==> config.mk <==
export PLATFORM = sky130hd
export DESIGN_NAME = ghost_wall_sense
export DESIGN_NICKNAME = d
export VERILOG_FILES = /design/src/rtl/ghost_wall_sense.sv
export SDC_FILE = /design/constraint.sdc
export NUM_CORES = 1
export LEC_CHECK = 0
export BUFFER_PORTS_ARGS = -buffer_cell sky130_fd_sc_hd__buf_2
export CORE_AREA = 4 4 84 86
export DETAILED_ROUTE_END_ITERATION = 8
export DIE_AREA = 0 0 88 90
export PLACE_DENSITY_LB_ADDON = 0.1
export SYNTH_ARGS = -nofsm -noshare
export SYNTH_HDL_FRONTEND = slang
export SYNTH_SLANG_ARGS = --single-unit
==> constraint.sdc <==
create_clock -name clk -period 4.4 [get_ports clk]
set_input_delay 0.44 -clock clk [delete_from_list [all_inputs] [get_ports clk]]
set_output_delay 0.44 -clock clk [all_outputs]
set_load 0.01 [all_outputs]
==> src/rtl/ghost_wall_sense.sv <==
// Probes the four maze neighbours of a ghost tile through a one-cycle-latency
// wall ROM and publishes the registered wall flags with a single done pulse.
module ghost_wall_sense #(
    parameter int MAZE_W     = 28,
    parameter int MAZE_H     = 36,
    parameter int TUNNEL_ROW = 19
) (
    input  logic       clk,
    input  logic       reset,
    input  logic       req,
    input  logic [5:0] tileX,
    input  logic [5:0] tileY,
    output logic [9:0] rom_addr,
    input  logic       rom_data,
    output logic       busy,
    output logic       done,
    output logic       wallUp,
    output logic       wallDown,
    output logic       wallLeft,
    output logic       wallRight,
    output logic [2:0] dbg_state
);

    typedef enum logic [2:0] {IDLE, S_UP, S_DN, S_LF, S_RT, S_LAST} state_t;

    localparam logic [9:0] W10    = 10'(MAZE_W);
    localparam logic [5:0] W_LAST = 6'(MAZE_W - 1);
    localparam logic [5:0] H_LAST = 6'(MAZE_H - 1);
    localparam logic [5:0] T_ROW  = 6'(TUNNEL_ROW);

    state_t     state_q, state_d;
    logic [5:0] tile_x_q, tile_x_d;
    logic [5:0] tile_y_q, tile_y_d;
    logic [3:0] shadow_q, shadow_d;   // {up, down, left, right}
    logic [3:0] wall_q, wall_d;       // {up, down, left, right}
    logic       done_q, done_d;

    logic       tile_valid, tunnel;
    logic       force_up, force_dn, force_lf, force_rt;
    logic [5:0] x_left, x_right;

    function automatic logic [9:0] addr_of(input logic [5:0] x, input logic [5:0] y);
        return ({4'd0, y} * W10) + {4'd0, x};
    endfunction

    always_comb begin
        tile_valid = (tile_x_q <= W_LAST) && (tile_y_q <= H_LAST);
        tunnel     = (tile_y_q == T_ROW);
        force_up   = !tile_valid || (tile_y_q == 6'd0);
        force_dn   = !tile_valid || (tile_y_q == H_LAST);
        force_lf   = !tile_valid || ((tile_x_q == 6'd0) && !tunnel);
        force_rt   = !tile_valid || ((tile_x_q == W_LAST) && !tunnel);
        // Horizontal neighbours wrap; only the tunnel row lets the wrapped address through.
        x_left     = (tile_x_q == 6'd0) ? W_LAST : tile_x_q - 6'd1;
        x_right    = (tile_x_q == W_LAST) ? 6'd0 : tile_x_q + 6'd1;
    end

    always_comb begin
        state_d  = state_q;
        tile_x_d = tile_x_q;
        tile_y_d = tile_y_q;
        shadow_d = shadow_q;
        wall_d   = wall_q;
        done_d   = 1'b0;
        rom_addr = 10'd0;
        case (state_q)
            IDLE: begin
                // The done cycle is spent in IDLE; a request there is deliberately dropped.
                if (req && !done_q) begin
                    tile_x_d = tileX;
                    tile_y_d = tileY;
                    state_d  = S_UP;
                end
            end
            S_UP: begin
                if (!force_up) rom_addr = addr_of(tile_x_q, tile_y_q - 6'd1);
                state_d = S_DN;
            end
            S_DN: begin
                if (!force_dn) rom_addr = addr_of(tile_x_q, tile_y_q + 6'd1);
                shadow_d[3] = force_up | rom_data;
                state_d     = S_LF;
            end
            S_LF: begin
                if (!force_lf) rom_addr = addr_of(x_left, tile_y_q);
                shadow_d[2] = force_dn | rom_data;
                state_d     = S_RT;
            end
            S_RT: begin
                if (!force_rt) rom_addr = addr_of(x_right, tile_y_q);
                shadow_d[1] = force_lf | rom_data;
                state_d     = S_LAST;
            end
            S_LAST: begin
                shadow_d[0] = force_rt | rom_data;
                wall_d      = {shadow_q[3:1], force_rt | rom_data};
                done_d      = 1'b1;
                state_d     = IDLE;
            end
            default: state_d = IDLE;
        endcase
    end

    always_ff @(posedge clk or posedge reset) begin
        if (reset) begin
            state_q  <= IDLE;
            tile_x_q <= 6'd0;
            tile_y_q <= 6'd0;
            shadow_q <= 4'hF;
            wall_q   <= 4'hF;
            done_q   <= 1'b0;
        end else begin
            state_q  <= state_d;
            tile_x_q <= tile_x_d;
            tile_y_q <= tile_y_d;
            shadow_q <= shadow_d;
            wall_q   <= wall_d;
            done_q   <= done_d;
        end
    end

    assign busy      = (state_q != IDLE);
    assign done      = done_q;
    assign wallUp    = wall_q[3];
    assign wallDown  = wall_q[2];
    assign wallLeft  = wall_q[1];
    assign wallRight = wall_q[0];
    assign dbg_state = state_q;

endmodule

## Word level (Yosys, flattened, before mapping)

Cells that the tools add are included.
Widths: inputs -> output; s select.

| word-level totals | value |
|---|---|
| register bits after elaboration | 23 |
| bits in latches | 0 |
| RAM bits | 0 |
| ROM bits | 0 |
| bits of input ports | 16 |
| output and inout port bits | 19 |
| logic and storage cells | 60 |
| memories | 0 |

| operators by class | value |
|---|---|
| add/sub/neg operators | 8 |
| multipliers | 3 |
| div/mod/pow operators | 0 |
| magnitude comparators | 2 |
| equal/unequal tests | 9 |
| shifts and indexed selects | 0 |
| muxes and demuxes | 10 |
| bitwise gates (word level) | 4 |
| reductions and logical operators | 16 |

Operators with widths:

| cell | number |
|---|---|
| $add 10x6->10 | 4 |
| $mux 10 | 4 |
| $pmux 10 s4 | 1 |
| $mul 6x3->8 const B | 3 |
| $pmux 3 s5 | 1 |
| $add 6x1->6 const B | 2 |
| $eq 6x5->1 const B | 2 |
| $logic_not 6->1 | 2 |
| $mux 6 | 2 |
| $sub 6x1->6 const B | 2 |
| $eq 3x2->1 const B | 2 |
| $eq 3x3->1 const B | 2 |
| $eq 6x6->1 const B | 1 |
| $le 6x5->1 const B | 1 |
| $le 6x6->1 const B | 1 |
| $logic_and 1x1->1 | 4 |
| $logic_or 1x1->1 | 4 |
| $or 1x1->1 | 4 |
| $eq 3x1->1 const B | 1 |
| $logic_not 1->1 | 3 |
| $logic_not 3->1 | 1 |
| $mux 3 | 1 |
| $reduce_bool 3->1 | 1 |
| $ne 2x2->1 const B | 1 |
| 2 further kinds | 2 |

## Logic depth before layout (Yosys ltp)

| logic depth | value |
|---|---|
| word-level depth | 6 |
| depth in mapped cells | 15 |

## Worst setup path before layout

OpenSTA, ideal clock, no wires.

| timing path | value |
|---|---|
| path type | register -> output |
| start point | register tile_y_q[1] |
| end point | output port rom_addr[9] |
| arrival | 3.723 ns |
| required time | 3.960 ns |
| path slack | 0.237 ns |
| stages on the path, launching flop included | 13 |
| path through | dfrtp_1 -> inv_1 -> ha_1 -> inv_1 -> fa_1 -> inv_1 -> fa_1 -> inv_1 -> ha_1 -> nor2b_1 -> o2111a_1 -> xnor2_1 -> a221o_1 |

| between the ends | value |
|---|---|
| cells in the longest elaborated chain, start to end | 6 |
| elaborated cells between the ends (all ways) | 27 |
| those cells by class | add/sub (6); mul (3); order compare (1); eq/ne (2); mux (5); reduce/logical (10) |

RTL lines:

| element | RTL line | RTL |
|---|---|---|
| from (decl) | 33 | `logic [5:0] tile_y_q, tile_y_d;` |
| from (signal assigned) | 115 | `tile_y_q <= tile_y_d;` |
| branches (longest 5 deep; another with $add 10x6->10) | - |  |
| $pmux 10 s4 * | 66 | `case (state_q)` |
| to (decl) | 13 | `output logic [9:0] rom_addr,` |

Mark *: on every way between the ends.

## Worst setup path after layout

Ends and elaborated chain as after synthesis.

==> impl_results.html <==
<table>
<tr><th>Metric</th><th>Value</th></tr>
<tr><th colspan="2">Finish</th></tr>
<tr><td># diodes</td><td>0</td></tr>
<tr><td>Area growth from synthesis to layout</td><td>15.3%</td></tr>
<tr><td>Share of final-layout standard cells stronger than drive strength 1</td><td>26.4%</td></tr>
<tr><td>Fill count</td><td>543</td></tr>
<tr><td>Final net count</td><td>498</td></tr>
<tr><td>Post-layout instance area</td><td>0.00395 mm²</td></tr>
<tr><td>Final core utilization</td><td>62.9%</td></tr>
<tr><th colspan="2">Clocking</th></tr>
<tr><td>Clock tree from TritonCTS</td><td>built</td></tr>
<tr><td>Number of clock sinks</td><td>23</td></tr>
<tr><td>Clock latency on the worst-skew pair</td><td>0.27 ns</td></tr>
<tr><td>Maximum clock insertion buffer count</td><td>2</td></tr>
<tr><td>Clock transition at the registers of the reported paths</td><td>0.09 ns</td></tr>
<tr><td>Deepest level of the CTS H-tree</td><td>1</td></tr>
<tr><td>Clock root cell</td><td>sky130_fd_sc_hd__clkbuf_8</td></tr>
<tr><td>TritonCTS Buffers</td><td>3</td></tr>
<tr><th colspan="2">Critical path</th></tr>
<tr><td>Arr. time, crit path</td><td>3.77 ns</td></tr>
<tr><td>Crit-path max FO</td><td>6</td></tr>
<tr><td>Critical Path RT</td><td>3.96 ns</td></tr>
<tr><td>Crit Path Class</td><td>flip-flop to output port</td></tr>
<tr><td>Crit. End Element</td><td>output port</td></tr>
<tr><td>Startpoint Class</td><td>flip-flop</td></tr>
<tr><th colspan="2">Route</th></tr>
<tr><td>Count of nets left with antenna violations after detail routing</td><td>0</td></tr>
<tr><td>Average detailed-routed wire length per instance</td><td>16.1 µm</td></tr>
<tr><td>Detailed-route wire length</td><td>7.91 mm</td></tr>
<tr><td>Number of vias per cell</td><td>5.57</td></tr>
<tr><td>Drt drc</td><td>0</td></tr>
<tr><td>Number of vias after detailed routing</td><td>2727</td></tr>
<tr><td>Detailed-router iteration count before antenna repair</td><td>4</td></tr>
<tr><td>Starting DRC count in detailed routing</td><td>115</td></tr>
<tr><th colspan="2">Placement</th></tr>
<tr><td>Pre-CTS worst setup slack</td><td>0.243 ns</td></tr>
<tr><td>Placed Area</td><td>0.00370 mm²</td></tr>
<tr><td>Count of buffers from port buffering</td><td>34</td></tr>
<tr><td>Last weighted congestion value of the routability-driven placer</td><td>0.879</td></tr>
<tr><td>Half-perimeter wire length of the detailed placement result</td><td>6.38 mm</td></tr>
<tr><th colspan="2">STA</th></tr>
<tr><td>Final critical-path required period</td><td>4.21 ns</td></tr>
<tr><td>Setup repair after global routing missed its margin</td><td>yes</td></tr>
<tr><td>Max Transition Viols Final</td><td>0</td></tr>
<tr><td>Slew at the pin closest to its max-slew limit</td><td>0.868 ns</td></tr>
<tr><td>Final TNS setup</td><td>0 ns</td></tr>
<tr><td>Final setup viols</td><td>0</td></tr>
<tr><td>Slew Limit Headroom</td><td>42.0%</td></tr>
<tr><td>Worst path setup slack after routing</td><td>0.191 ns</td></tr>
<tr><td>Fin crit share</td><td>95.7%</td></tr>
<tr><td>Highest clock frequency the design can meet</td><td>238 MHz</td></tr>
<tr><td>Hold Fails Final Rpt</td><td>0</td></tr>
<tr><td>Final clock skew</td><td>0.00531 ns</td></tr>
<tr><th colspan="2">Global route</th></tr>
<tr><td>Vias in the first global route</td><td>2852</td></tr>
<tr><td>Total congestion overflow after global routing</td><td>0</td></tr>
<tr><td>First-pass GRT wire length</td><td>13.8 mm</td></tr>
<tr><td>Initial antenna violation count</td><td>0</td></tr>
<tr><td>Total global-route track usage</td><td>21.5%</td></tr>
<tr><td>Largest net degree at the start of global routing</td><td>24</td></tr>
<tr><th colspan="2">Yosys</th></tr>
<tr><td>Sequential share of the synthesized area</td><td>17.1%</td></tr>
<tr><td>Distinct cell type count after synthesis</td><td>54</td></tr>
<tr><td>Mean area per synthesized cell</td><td>9.35 µm²</td></tr>
<tr><td>Fraction of registers with async set/reset</td><td>100%</td></tr>
<tr><td>Post-Synthesis Net Count</td><td>450</td></tr>
<tr><td>Most used flip-flop cell after synthesis</td><td>sky130_fd_sc_hd__dfrtp_1</td></tr>
<tr><td>Fraction of post-synthesis cell area in the top cell type by area</td><td>18.3%</td></tr>
<tr><td>Flop and latch count out of synthesis</td><td>23</td></tr>
<tr><td>Synthesized instance count</td><td>366</td></tr>
<tr><td>Dominant cell type by area after synthesis</td><td>sky130_fd_sc_hd__ha_1</td></tr>
<tr><td>Number of synthesized flops with an enable pin</td><td>0</td></tr>
<tr><td>Total standard cell area after synthesis</td><td>0.00342 mm²</td></tr>
<tr><td>Total number of yosys warnings</td><td>0</td></tr>
<tr><td>Most frequent cells after synthesis</td><td>sky130_fd_sc_hd__ha_1, sky130_fd_sc_hd__inv_1, sky130_fd_sc_hd__xnor2_1, sky130_fd_sc_hd__nor2_1, sky130_fd_sc_hd__fa_1</td></tr>
<tr><td>Ranking of synthesized cells by area</td><td>sky130_fd_sc_hd__ha_1, sky130_fd_sc_hd__dfrtp_1, sky130_fd_sc_hd__fa_1</td></tr>
<tr><td>Cell with the most instances after synthesis</td><td>sky130_fd_sc_hd__ha_1</td></tr>
<tr><th colspan="2">Die</th></tr>
<tr><td>Number of cell rows</td><td>29</td></tr>
<tr><td>Die Height</td><td>90 µm</td></tr>
<tr><td>Starting density of the core</td><td>54.5%</td></tr>
<tr><td>Die Width</td><td>88 µm</td></tr>
<tr><td>Total Die Area</td><td>0.00792 mm²</td></tr>
<tr><td>Boundary Pins</td><td>35</td></tr>
<tr><td>Placeable core region</td><td>0.00628 mm²</td></tr>
<tr><th colspan="2">Job</th></tr>
<tr><td>Max Cap Viol</td><td>0</td></tr>
<tr><th colspan="2">Min path</th></tr>
<tr><td>Worst Hold Class</td><td>input port to async pin</td></tr>
<tr><th colspan="2">Outcome</th></tr>
<tr><td>Outcome</td><td>completed</td></tr>
</table>
==> worst paths after layout <==
| path | from | end | slack (ns) | cells after the start |
|---|---|---|---|---|
| worst min register to register | wall_q[0] | wall_q[0] | 0.51 | 1 |
| worst min-delay path | reset | tile_y_q[4] | 0.33 | 2 |
| worst max register to register | tile_y_q[5] | shadow_q[1] | 2.35 | 5 |
| max in group asynchronous | reset | tile_y_q[0] | 3.48 | 2 |
| worst max-delay path | tile_y_q[1] | rom_addr[9] | 0.19 | 15 |
| min in group clk | tileY[5] | tile_y_q[5] | 0.39 | 2 |
==> cells by family after synthesis <==
logic type,synth area share [%]
buffers and inverters,5.37
adder cells (fa/ha/maj),28.8
XOR/XNOR,14.3
multiplexers,5.23
AO/OA/AOI/OAI,15.6
AND/OR/NAND/NOR,13.6
flip-flops,17.1
==> worst max-delay path, stage by stage, from the launching register on <==
cell and delay [ns]:
sky130_fd_sc_hd__dfrtp_1 0.44, sky130_fd_sc_hd__inv_4 0.10, sky130_fd_sc_hd__buf_4 0.10, sky130_fd_sc_hd__ha_2 0.22
sky130_fd_sc_hd__xor2_2 0.19, sky130_fd_sc_hd__inv_1 0.09, sky130_fd_sc_hd__fa_1 0.54, sky130_fd_sc_hd__inv_1 0.05
sky130_fd_sc_hd__ha_2 0.32, sky130_fd_sc_hd__and3_1 0.18, sky130_fd_sc_hd__a221oi_2 0.31, sky130_fd_sc_hd__xnor2_2 0.18
sky130_fd_sc_hd__o2111a_1 0.23, sky130_fd_sc_hd__xnor2_1 0.07, sky130_fd_sc_hd__a221o_1 0.34, sky130_fd_sc_hd__buf_2 0.14
==> metal layers <==
layer / global-route usage (%) / wire [µm] / vias up
li1: - / - / 1362
met1: 31.1 / 3720 / 1306
met2: 34.6 / 3880 / 57
met3: 2.74 / 296 / 2
met4: 3.84 / 21 / 0
met5: 0 / 0 / -
==> state kept, by name, indices dropped and copies added (netlist names) <==
signal	cells
tile_x_q	6
tile_y_q	6
wall_q	4
dbg_state	3
shadow_q	3
done	1
==> stage by stage <==
stage               hold WS (ns)  instances
floorplan                  0.437        366
global placement           0.495        477
detailed placement         0.495        477
CTS                        0.367        481
global route               0.396        490
finish                     0.335        490
==> final cells by class <==
cell class	instances	area [µm²]	share of cell area (%)
Clock buffer	3	41.3	1.05
Clock inverter	1	7.51	0.190
Inverter	35	139	3.52
Multi-Input combinational cell	299	2770	70.1
Sequential cell	23	588	14.9
Tap cell	77	96.3	2.44
Timing Repair Buffer	52	309	7.83
==> layout by cell type (no fill, tap or decap), drive strengths merged, types with 2 or more instances in the layout <==
cell	n
nand2b	3
o21a	2
nand2	17
a211oi	7
xnor2	36
a221o	3
xor2	16
fa	18
nor2b	10
nand3b	3
o21bai	3
ha	50
mux2	15
a31oi	5
nand4	2
nand3	12
a221oi	2
clkbuf	3
nor3b	2
o21ai	15
and3	5
nor2	22
dfstp	7
a21o	10
a22oi	3
o22ai	3
a21oi	12
and3b	2
nor3	5
inv	35
dfrtp	16
o211ai	2
buf	52
==> repair_timing <==
item,4_1_cts,5_1_grt
pin swaps,0,4
hold buffers,0,0
setup endpoints to repair,2,4
resized for setup,4,26
setup buffers,0,9
Power is not shown: default switching activity piles up to over one toggle a cycle in this logic, so the estimate is an artifact.
